**src/rtl/shift_pkg.sv**
```systemverilog
// Shared types for the universal shift register: operation modes and burst FSM states.
package shift_pkg;

  typedef enum logic [2:0] {
    HOLD = 3'd0,
    LOAD = 3'd1,
    SHR  = 3'd2,
    SHL  = 3'd3,
    ROR  = 3'd4,
    ROL  = 3'd5,
    ASR  = 3'd6,
    RSVD = 3'd7
  } shift_mode_t;

  typedef enum logic [1:0] {
    IDLE  = 2'd0,
    BURST = 2'd1,
    DONE  = 2'd2
  } burst_state_t;

endpackage

```
**src/rtl/shift_step_unit.sv**
```systemverilog
// Combinational next-value function of the shift register for one operation.
module shift_step_unit
  import shift_pkg::*;
#(
  parameter int WIDTH = 8
) (
  input  logic [WIDTH-1:0] q_i,
  input  shift_mode_t      mode_i,
  input  logic             ser_in_i,
  input  logic [WIDTH-1:0] par_in_i,
  output logic [WIDTH-1:0] q_next_o
);

  always_comb begin
    q_next_o = q_i;
    case (mode_i)
      LOAD:    q_next_o = par_in_i;
      SHR:     q_next_o = {ser_in_i, q_i[WIDTH-1:1]};
      SHL:     q_next_o = {q_i[WIDTH-2:0], ser_in_i};
      ROR:     q_next_o = {q_i[0], q_i[WIDTH-1:1]};
      ROL:     q_next_o = {q_i[WIDTH-2:0], q_i[WIDTH-1]};
      ASR:     q_next_o = {q_i[WIDTH-1], q_i[WIDTH-1:1]};
      default: q_next_o = q_i;  // HOLD and the reserved code
    endcase
  end

endmodule

```
**src/rtl/univ_shift_reg.sv**
```systemverilog
// Universal shift register with step mode and a counted burst FSM (IDLE/BURST/DONE).
// Optional even-parity output enabled by defining PARITY_EN.
module univ_shift_reg
  import shift_pkg::*;
#(
  parameter  int WIDTH = 8,
  localparam int AMT_W = $clog2(WIDTH + 1)
) (
  input  logic             clk_2,
  input  logic             reset,
  input  logic [2:0]       mode,
  input  logic             en,
  input  logic             start,
  input  logic [AMT_W-1:0] amount,
  input  logic             ser_in,
  input  logic [WIDTH-1:0] par_in,
  output logic [WIDTH-1:0] q,
  output logic             ser_out_lsb,
  output logic             ser_out_msb,
  output logic             busy,
  output logic             done,
  output logic             parity
);

  burst_state_t     state_q, state_d;
  logic [AMT_W-1:0] count_q, count_d;
  shift_mode_t      mode_lat_q, mode_lat_d;
  logic [WIDTH-1:0] shreg_q, shreg_d;
  logic [WIDTH-1:0] step_val;
  shift_mode_t      step_mode;

  // During a burst the latched operation drives the step unit; otherwise the live mode.
  assign step_mode = (state_q == BURST) ? mode_lat_q : shift_mode_t'(mode);

  shift_step_unit #(
    .WIDTH(WIDTH)
  ) u_step (
    .q_i     (shreg_q),
    .mode_i  (step_mode),
    .ser_in_i(ser_in),
    .par_in_i(par_in),
    .q_next_o(step_val)
  );

  always_ff @(posedge clk_2 or posedge reset) begin
    if (reset) begin
      state_q    <= IDLE;
      count_q    <= '0;
      mode_lat_q <= HOLD;
      shreg_q    <= '0;
    end else begin
      state_q    <= state_d;
      count_q    <= count_d;
      mode_lat_q <= mode_lat_d;
      shreg_q    <= shreg_d;
    end
  end

  always_comb begin
    state_d    = state_q;
    count_d    = count_q;
    mode_lat_d = mode_lat_q;
    shreg_d    = shreg_q;
    case (state_q)
      IDLE: begin
        // start wins over en; the accepting edge leaves q untouched
        if (start) begin
          mode_lat_d = shift_mode_t'(mode);
          count_d    = amount;
          state_d    = BURST;
        end else if (en) begin
          shreg_d = step_val;
        end
      end
      BURST: begin
        if (count_q == '0) begin
          state_d = DONE;
        end else begin
          shreg_d = step_val;
          count_d = count_q - AMT_W'(1);
        end
      end
      DONE:    state_d = IDLE;
      default: state_d = IDLE;
    endcase
  end

  assign q           = shreg_q;
  assign ser_out_lsb = shreg_q[0];
  assign ser_out_msb = shreg_q[WIDTH-1];
  assign busy        = (state_q == BURST);
  assign done        = (state_q == DONE);

`ifdef PARITY_EN
  assign parity = ^shreg_q;
`else
  assign parity = 1'b0;
`endif

endmodule

```
**config.mk**
```make
export PLATFORM = sky130hd
export DESIGN_NAME = univ_shift_reg
export DESIGN_NICKNAME = d
export VERILOG_FILES = /design/src/rtl/shift_pkg.sv /design/src/rtl/shift_step_unit.sv /design/src/rtl/univ_shift_reg.sv
export SDC_FILE = /design/constraint.sdc
export NUM_CORES = 1
export LEC_CHECK = 0
export ABC_AREA = 1
export CORE_MARGIN = 2
export CORE_UTILIZATION = 35
export CTS_BUF_LIST = sky130_fd_sc_hd__clkbuf_4 sky130_fd_sc_hd__clkbuf_8 sky130_fd_sc_hd__clkbuf_16
export DETAILED_ROUTE_END_ITERATION = 10
export PLACE_DENSITY = 0.71
export SETUP_SLACK_MARGIN = 0.5
export SLEW_MARGIN = 20
export SYNTH_ARGS = -nofsm -noshare
export SYNTH_HDL_FRONTEND = slang
export SYNTH_SLANG_ARGS = --single-unit
```
**constraint.sdc**
```tcl
create_clock -name clk_2 -period 1.5 [get_ports clk_2]
set_input_delay 0.15 -clock clk_2 [delete_from_list [all_inputs] [get_ports clk_2]]
set_output_delay 0.15 -clock clk_2 [all_outputs]
set_load 0.02 [all_outputs]
```
== Word level (Yosys, flattened, before mapping) ==
Index checks and enable logic that the tools add are counted.
Storage, ports and cells
  bits in registers: 17
  bits of input ports: 20
  output and inout port bits: 13
  word-level logic and storage cells: 37
Cells by class
  add/sub/neg operators: 1
  equal/unequal tests: 13
  muxes and demuxes: 12
  reductions and logical operators: 7
Operators by type and width (count)
  one-hot mux 8 bit (6 select lines): 1
  2-to-1 mux 8 bit: 3
  one-hot mux 8 bit (2 select lines): 1
  == test 3 bit, second input constant: 3
  2-to-1 mux 4 bit: 2
  != test 2 bit, second input constant: 4
  one-hot mux 4 bit (2 select lines): 1
  == test 3 x 2 -> 1 bit, second input constant: 2
  zero test 4 bit: 1
  2-to-1 mux 2 bit: 2
  one-hot mux 2 bit (2 select lines): 1
  AND reduction 2 bit: 2
  AND reduction 4 bit: 1
  subtractor 4 x 1 -> 4 bit, second input constant: 1
  == test 3 x 1 -> 1 bit, second input constant: 1
  2-to-1 mux 3 bit: 1
  AND reduction 3 bit: 1
  == test 2 x 1 -> 1 bit, second input constant: 1
  == test 2 bit, second input constant: 1
  zero test 2 bit: 1
  != test 2 x 1 -> 1 bit, second input constant: 1
  nonzero test 2 bit: 1

== Logic depth before layout (Yosys ltp) ==
Gate-level depths: netlist of run 1.
  depth in word-level cells: 7
  gate-level depth with buffers: 12
  gate-level depth less buffers: 11

== Hierarchy ==
A second synthesis of run 1 with hierarchy kept.
Second synthesis, totals
  cells, all modules: 184
  area, all modules: 1292.5 um2
Modules (own cells, without submodules)
  univ_shift_reg: times used 1, cells each 107, area an instance 893.4 um2, seq. area each 425.4 um2
  shift_step_unit: times used 1, cells each 77, area an instance 399.1 um2, seq. area each 0.0 um2

== Least setup slack after synthesis of run 1 ==
OpenSTA, ideal clock, no wires.
  path kind: reg2reg
  start: register state_q[0]
  end: register shreg_q[7], in the netlist q[7]
  library setup time: 0.120 ns
  arrival: 1.236 ns
  data required time: 1.380 ns
  setup slack: 0.144 ns
  stages on the path, launching flop included: 13
  buffers on the path: 2
  clock period less this slack: 1.356 ns
  cells stage by stage: dfrtp_1 -> buf_6 -> nand2_4 -> buf_12 -> nand2_2 -> nand2_4 -> nand2_8 -> nor2_1 -> nor2_1 -> nand2_1 -> inv_1 -> nand2_1 -> nand2_1
Between the ends
  cells in the longest elaborated chain, start to end: 7
  elaborated cells on any way between the ends: 19
  classes of those cells: eq/ne (10); mux (6); reduce/logical (3)
RTL lines
  start: declaration: line univ_shift_reg.sv:25  | burst_state_t state_q, state_d;
  start signal: assignment: line univ_shift_reg.sv:52  | state_q <= state_d;
  == test 2 x 1 -> 1 bit: line univ_shift_reg.sv:33, univ_shift_reg.sv:64
  2-to-1 mux 3 bit: line univ_shift_reg.sv:33  | assign step_mode = (state_q == BURST) ? mode_lat_q : shift_mode_t'(mode);
  == test 3 bit (tied with other cells): line shift_step_unit.sv:16  | case (mode_i)
  one-hot mux 8 bit (6 select lines): line shift_step_unit.sv:16
  2-to-1 mux 8 bit: line univ_shift_reg.sv:71  | end else if (en) begin
  2-to-1 mux 8 bit: line univ_shift_reg.sv:67  | if (start) begin
  one-hot mux 8 bit (2 select lines): line univ_shift_reg.sv:64  | case (state_q)
  end signal: assignment: line univ_shift_reg.sv:55  | shreg_q <= shreg_d;
  end: declaration: line univ_shift_reg.sv:28  | logic [WIDTH-1:0] shreg_q, shreg_d;
Parallel ways exist; a longest one is shown, timed or not. The select of a mux whose other input is x is not followed.
A chain may end at the register's enable or synchronous reset.

== Final worst setup path of run 1 ==
  start: register state_q[1]
  end: register shreg_q[3], in the netlist q[3]
Same word-level chain as after synthesis.

==> metrics.yaml, run 1 <==
finish:
  antenna_cells: 0
  regArea_um2: 427
  nets: 241
  drive_gt1_share_pct: 36.7
  fillerInstances: 324
  multiInputGateArea_um2: 810
  design_area_um2: 1980
  area_growth_pct: 59.7
synth:
  synthMuxAreaShare_pct: 0
  yosys.cell_count.top_type: "nand2_1"
  ys_top_cells_by_count: "nand2_1 (51), nand3_1 (26), dfrtp_1 (17)"
  synth_xor_area_share_pct: 0.708
  synth_compound_area_share_pct: 5.86
  synth_top_area_share_pct: 34.4
  ys_types: 25
  synth_top_area_cell: "dfrtp_1"
  ys_seq_area_share_pct: 34.4
  synth-seq-cells: 17
  synth-main-ff-cell: "dfrtp_1"
  synth_edf_count: 0
  synthArstFlopShare_pct: 100
  synthAdderAreaFrac_pct: 2.02
  yosys.area_share.simple_pct: 46.4
  syn-cell-area_um2: 1240
  syn_area_per_cell_um2: 7.64
  synthTopCellsByArea: "dfrtp_1 (34%), nand2_1 (15%), nand3_1 (11%), nand2_4 (6.4%), nand2_2 (4.0%)"
  yosys_warnings: 0
  syn_nets: 184
  syn_inst: 162
  synth_top_family_by_area: "simple AND/OR/NAND/NOR gates"
detailed_routing:
  vias_per_cell: 4.65
  wl_per_cell_um: 12.1
  vias: 1228
  totalWireLength_mm: 3.19
  drcViolationCount: 0
  firstDrtPassIters: 4
  drt_iter0_markers: 69
  ant_nets: 0
worst_setup_path:
  endpoint_kind: "flop"
  crit_path_start_kind: "flop"
  crit_family: "simple AND/OR/NAND/NOR gates"
  cp-startpoint: "state_q[1]"
  crit_chain: "inv_4 -> buf_6 -> nand3b_1 -> nand2_4 -> nand3_2 -> nand3_4 -> inv_4 -> nand2_1 -> nand2_1"
  crit_fanout: 8
  slowest_stage: "dfrtp_1"
  reg2reg_from: "state_q[1]"
  crit_required_ns: 1.70
  arrival_ns: 1.62
  rr_worst_depth: 9
  slowest_delay_ns: 0.41
  reg2reg_to: "q[3]"
  cp_num_buf_inv: 3
  r2r_slack_ns: 0.08
  path_class: "flop to flop"
placed_design:
  portBuffers: 31
  place_congestion: 0.821
  post_dp_cell_area_um2: 1640
  dpl.hpwl_mm: 2.09
power:
  ir_worst_vdd_mv: 0.828
  p_leak_nw: 0.965
  p_per_area_nw_per_um2: 2400
sta:
  final.period_utilization_pct: 95.0
  period_needed_ns: 1.42
  clock.fmax_ghz: 0.702
  slew_viol_final: 0
  hold_viol: 0
  fin_skew_ns: 0.00791
  setup_tns_ns: 0
  whs_ns: 0.148
  finalSetupViolCount: 0
  rsz0062_at_grt: "true"
worst_hold_path:
  hold_class: "input pin to async pin"
grt:
  grt_max_degree: 18
  met1_usage_pct: 19.7
  antenna_found_initial: 0
  track_usage_pct: 16.4
  grt_pass1_vias: 1185
  grt-ovfl-total: 0
  grt_util_met2_pct: 28.4
  busiest_layer: "met2"
  grt_first_pass_wirelength_mm: 5.30
  use_met3_pct: 4.29
floorplan:
  ios: 33
  dieArea_um2: 4030
  rows: 21
  core_area_um2: 3360
  die_y_um: 63.5
  die_w_um: 63.5
  start_util_pct: 36.8
cts:
  cts_made_buffers: 3
  clock_path_buffers: 2
  path_clk_slew_ns: 0.11
  clock_latency_ns: 0.30
  htreeDepth: 1
  cts_tree: "built"
  cts_num_sinks: 17
  root_buffer: "clkbuf_4"
  ctsHoldBuffers: 0
flow_run:
  maxCapViolCount: 0
outcome:
  status: "finished, final reports clean"
[power by group]
group          internal [mW]  total [mW]  switching (mW)  leakage (nW)
Combinational           1.63        3.63            2.00         0.735
Clock                  0.122       0.277           0.156        0.0184
Sequential             0.675       0.846           0.171         0.212
[placed cells by master, fill, tap and decap left out]
cell type	instances
inv_4	3
clkinv_8	1
buf_12	2
nand3b_1	2
nor2_2	2
nand3_4	4
nand4_1	2
o21ai_2	2
clkdlybuf4s50_1	19
ha_1	1
xor2_1	1
inv_1	11
o21ai_0	2
clkbuf_4	4
nand2_1	50
dfrtp_1	16
o211ai_1	2
inv_2	2
nor2_1	2
nand3_2	3
o21ai_1	6
dfrtp_2	1
nand3_1	23
conb_1	1
ha_4	1
nand2_2	5
a22oi_2	1
nand2_8	3
or2_4	1
nand2_4	11
buf_4	12
buf_6	22
[repair_timing]
action / in CTS / in global routing
resized for setup: 82 / 28
setup endpoints to repair: 28 / 28
setup buffers: 13 / 5
pin swaps: 7 / 6
gates cloned: 2 / 0
[per-layer routing]
| metal | vias up | share of wire (%) |
|---|---|---|
| met3 | 2 | 4.2 |
| met1 | 561 | 43 |
| met4 | 0 | 0.66 |
| met2 | 29 | 52 |
| li1 | 636 | - |
| met5 | - | 0 |
[cell type report]
type / count / share of cell area (%)
Multi-Input combinational cell: 125 / 41.0
Sequential cell: 17 / 21.6
Inverter: 17 / 4.24
Tap cell: 46 / 2.91
Clock buffer: 4 / 1.52
Timing Repair Buffer: 55 / 28.8
[worst max path at each step]
stage | endpoint | cells after the start
global route | q[2] | 11
floorplan | q[7] | 12
finish | q[3] | 9
CTS | q[3] | 10
global placement | q[2] | 9
detailed placement | q[5] | 10
[worst reg2reg max path, cell delays in order, from the launching register on]
cell,delay [ns]
dfrtp_1,0.41
inv_4,0.10
buf_6,0.12
nand3b_1,0.12
nand2_4,0.14
nand3_2,0.11
nand3_4,0.14
inv_4,0.07
nand2_1,0.07
nand2_1,0.04
[flip-flops by register name, indices dropped and copies added, names as in the netlist]
register    cells
mode_lat_q      3
q               8
state_q         2
count_q         4
[stage by stage]
stage / worst slack (ns) / util [%] / cells / total power [mW]
after floorplan: 0.161 / - / 162 / 2.89
after global placement: -0.00963 / 48.7 / 240 / 3.53
after detailed placement: -0.0330 / 48.7 / 240 / 3.57
after CTS: 0.0630 / 55.3 / 259 / 4.38
after global routing: -0.0471 / 58.7 / 264 / 5.17
final: 0.0755 / 58.7 / 264 / 4.75
[cells by family after synthesis]
family	after synthesis
fa+ha+maj	2
other cells	1
xor+xnor	1
flops	17
compound gates	13
buf+inv	22
simple gates	106
No activity file was read; power rests on OpenSTA's default activity.
==> inputs of run 2 (changes only) <==
- SETUP_SLACK_MARGIN: 0.5 -> 0.4
==> run 2 against run 1 <==
Clock-buffer cell count stayed put; global-route usage about the same; final cell count did not move; critical path type unchanged; routed wire length up 4.0%; largest power group unchanged.
==> metrics.yaml, run 2 (synthesis results as in run 1) <==
outcome:
  status: "finished, final reports clean"
cts:
  path_clk_slew_ns: 0.11
  clock_latency_ns: 0.30
  ctsHoldBuffers: 0
  cts_made_buffers: 3
  root_buffer: "clkbuf_4"
  clock_path_buffers: 2
  cts_num_sinks: 17
  cts_tree: "built"
  htreeDepth: 1
floorplan:
  start_util_pct: 36.8
  ios: 33
  die_y_um: 63.5
  die_w_um: 63.5
  dieArea_um2: 4030
  rows: 21
  core_area_um2: 3360
detailed_routing:
  drt_iter0_markers: 75
  vias_per_cell: 4.72
  drcViolationCount: 0
  wl_per_cell_um: 12.6
  vias: 1246
  ant_nets: 0
  firstDrtPassIters: 4
  totalWireLength_mm: 3.32
worst_setup_path:
  path_class: "flop to flop"
  slowest_stage: "dfrtp_1"
  crit_path_start_kind: "flop"
  slowest_delay_ns: 0.41
  endpoint_kind: "flop"
  reg2reg_to: "q[3]"
  crit_chain: "inv_4 -> buf_6 -> nand3b_1 -> nand2_4 -> nand3_2 -> nand3_4 -> inv_4 -> nand2_1 -> nand2_1"
  crit_required_ns: 1.69
  r2r_slack_ns: 0.06
  crit_family: "simple AND/OR/NAND/NOR gates"
  arrival_ns: 1.63
  cp_num_buf_inv: 3
  rr_worst_depth: 9
  reg2reg_from: "state_q[1]"
  crit_fanout: 8
grt:
  track_usage_pct: 16.4
  grt_pass1_vias: 1186
  grt_max_degree: 18
  grt_first_pass_wirelength_mm: 5.29
  grt-ovfl-total: 0
  antenna_found_initial: 0
sta:
  finalSetupViolCount: 0
  fin_skew_ns: 0.0142
  final.period_utilization_pct: 95.7
  rsz0062_at_grt: "true"
  period_needed_ns: 1.44
  hold_viol: 0
  clock.fmax_ghz: 0.696
  fin_ws_ns: 0.0638
  whs_ns: 0.144
  slew_viol_final: 0
finish:
  post-route-util_pct: 57.6
  final_common_cell: "nand2_1"
  drive_gt1_share_pct: 38.1
  design_area_um2: 1940
  largest_register_ffs: 8
  final_cell_mix: "nand2_1 (50), nand3_1 (21), clkdlybuf4s50_1 (19)"
  nets: 241
  area_growth_pct: 56.4
  antenna_cells: 0
flow_run:
  maxCapViolCount: 0
power:
  p_leak_nw: 0.958
  ir_worst_vdd_mv: 0.821
  p_per_area_nw_per_um2: 2430
worst_hold_path:
  hold_class: "input pin to async pin"
placed_design:
  portBuffers: 31
  post_dp_cell_area_um2: 1640
  place_ws_ns: -0.0330
  dpl.hpwl_mm: 2.09
  place_congestion: 0.821
[run 2: area by class of cell]
cell class	count	area, um2
clock buffers	4	30.0
flip-flops and latches	17	427
fillers	326	1430
well taps	46	57.6
repair buffers	55	509
inverters	17	78.8
multi-input cells	125	833
[run 2: worst max path at each step]
stage,startpoint,to,slack [ns],depth (start not counted)
after floorplan,state_q[0],q[7],0.16,12
after global placement,state_q[0],q[2],-0.01,9
after detailed placement,mode[1],q[5],-0.03,10
after CTS,state_q[1],q[3],0.06,10
after global routing,state_q[1],q[2],-0.05,11
final,state_q[1],q[3],0.06,9
[run 2: repair_timing]
action / CTS / global route
pin swaps: 7 / 8
setup buffers: 13 / 5
cloned: 2 / 0
endpoints found under the setup margin: 27 / 18
resized for setup: 63 / 31
[run 2: routing by layer]
| metal | track usage (%) | share of wire [%] | up-vias |
|---|---|---|---|
| met2 | 28.0 | 52 | 40 |
| met5 | 0 | 0 | - |
| met4 | 5.43 | 1.3 | 0 |
| li1 | - | - | 634 |
| met3 | 4.29 | 5.1 | 4 |
| met1 | 19.9 | 42 | 568 |
[run 2: power breakdown]
part           switching (mW)  internal [mW]
Clock                   0.158          0.122
Combinational            2.05           1.54
Sequential              0.153          0.675
Total                    2.36           2.34
[run 2: tightest hold or removal path: cells and delay by family]
| family | cells | cell delay, ns |
|---|---|---|
| buf+inv | 3 | 0.69 |
[run 2: per-stage QoR]
step,setup TNS [ns],cells,power (mW)
2_1_floorplan,0,162,2.89
3_3_place_gp,-0.0617,240,3.53
3_5_place_dp,-0.130,240,3.57
4_1_cts,0,259,4.22
5_1_grt,-0.211,264,5.11
6_report,0,264,4.70
==> inputs of run 3 (changes only) <==
- TNS_END_PERCENT: not set -> 10
==> run 3 against run 2 <==
The run now ends with setup timing left; clock skew shrank 0.0013 ns; first-iteration DRC count decreased by 43%; final cell count shrank 4.9%; design area fell by 6.2%; sequential share of layout area up 1.5 points; critical path depth did not move; sequential cell count stayed put; register-to-register slack lost 0.07 ns; fmax decreased by 4.8%; hold slack improved by 0.0016 ns; setup slack worse by 0.072 ns; routed wire length is 9.7% lower.
==> metrics.yaml, run 3 (synthesis results as in run 1) <==
cts:
  clock_latency_ns: 0.30
  cts_tree: "built"
  root_buffer: "clkbuf_4"
  path_clk_slew_ns: 0.11
  ctsHoldBuffers: 0
  htreeDepth: 1
  cts_num_sinks: 17
  cts_made_buffers: 3
  clock_path_buffers: 2
sta:
  finalSetupViolCount: 2
  rsz0062_at_grt: "true"
  setup_tns_ns: -0.0142
  fin_skew_ns: 0.0129
  clock.fmax_ghz: 0.663
  slew_viol_final: 0
  final.period_utilization_pct: 101
  fin_ws_ns: -0.00813
  hold_viol: 0
  period_needed_ns: 1.51
finish:
  final_cell_mix: "nand2_1 (48), nand3_1 (20), clkdlybuf4s50_1 (19)"
  area_growth_pct: 46.7
  final_common_cell: "nand2_1"
  antenna_cells: 0
  post-route-util_pct: 54.0
  nets: 228
  largest_register_ffs: 8
  drive_gt1_share_pct: 31.7
  fillerInstances: 347
worst_setup_path:
  rr_worst_depth: 9
  r2r_slack_ns: -0.008
  endpoint_kind: "flop"
  reg2reg_from: "state_q[1]"
  arrival_ns: 1.70
  crit_required_ns: 1.69
  crit_fanout: 8
  crit_path_start_kind: "flop"
  path_class: "flop to flop"
  reg2reg_to: "q[5]"
detailed_routing:
  ant_nets: 0
  vias_per_cell: 4.89
  totalWireLength_mm: 3.00
  drt_iter0_markers: 43
  wl_per_cell_um: 12.0
  vias: 1228
  firstDrtPassIters: 4
  drcViolationCount: 0
grt:
  track_usage_pct: 15.5
  grt-ovfl-total: 0
  grt_first_pass_wirelength_mm: 4.96
  antenna_found_initial: 0
  grt_pass1_vias: 1093
  grt_max_degree: 18
floorplan:
  start_util_pct: 36.8
  rows: 21
  die_y_um: 63.5
  ios: 33
  die_w_um: 63.5
  core_area_um2: 3360
  dieArea_um2: 4030
power:
  power_mw: 4.30
  p_leak_nw: 0.882
  ir_worst_vdd_mv: 0.996
  p_per_area_nw_per_um2: 2370
flow_run:
  maxCapViolCount: 0
outcome:
  status: "complete, but fails checks"
  violations: "setup timing"
placed_design:
  dpl.hpwl_mm: 2.14
  portBuffers: 31
  place_ws_ns: -0.0475
  place_congestion: 0.789
worst_hold_path:
  hold_class: "input pin to async pin"
==> run 3: layout make-up <==
cell class | count | area [um2] | area share, %
Tap cell | 46 | 57.6 | 3.17
Timing Repair Buffer | 43 | 400 | 22.1
Clock buffer | 4 | 30.0 | 1.65
Sequential cell | 17 | 427 | 23.5
Inverter | 17 | 76.3 | 4.20
Multi-Input combinational cell | 124 | 825 | 45.4
==> run 3: worst max-delay path, stage by stage, from the launching register on <==
cell and delay, ns:
dfrtp_1 0.41, inv_4 0.11, buf_4 0.14, nand3_2 0.09, nand2_4 0.11, nand3_4 0.15, nand3_4 0.19, inv_4 0.07
nand2_2 0.07, nand2_2 0.05
==> run 3: stage by stage <==
step | std cells | instance area, um2 | hold slack [ns]
after CTS | 249 | 1710 | 0.146
after detailed placement | 242 | 1640 | 0.486
after floorplan | 162 | 1250 | 0.0761
final | 251 | 1820 | 0.146
after global placement | 242 | 1640 | 0.475
after global routing | 251 | 1820 | 0.173
==> run 3: how the worst max path moves through the flow <==
stage / slack (ns) / end / startpoint / depth (start not counted)
floorplan: 0.16 / q[7] / state_q[0] / 12
global placement: -0.02 / q[7] / mode[1] / 10
detailed placement: -0.05 / q[5] / mode[1] / 10
CTS: 0.04 / q[5] / state_q[1] / 11
global route: -0.07 / q[7] / state_q[1] / 11
finish: -0.008 / q[5] / state_q[1] / 9
==> run 3: what timing repair did <==
| item | in CTS | in global routing |
|---|---|---|
| gates cloned | 0 | 1 |
| setup buffers | 3 | 1 |
| pin swaps | 7 | 13 |
| setup endpoints to repair | 26 | 28 |
| gates resized for setup | 24 | 48 |
==> run 3: report_power, final <==
group	internal, mW	switching (mW)	total (mW)	leakage (nW)
Clock	0.122	0.159	0.280	0.0184
Sequential	0.675	0.189	0.864	0.212
Combinational	1.27	1.89	3.16	0.652
Total	2.06	2.24	4.30	0.882
==> run 3: metal layers <==
metal,global-route usage (%),routed length (um)
met5,0,0
met4,4.89,29
met3,2.86,187
met2,25.8,1500
met1,20.3,1290
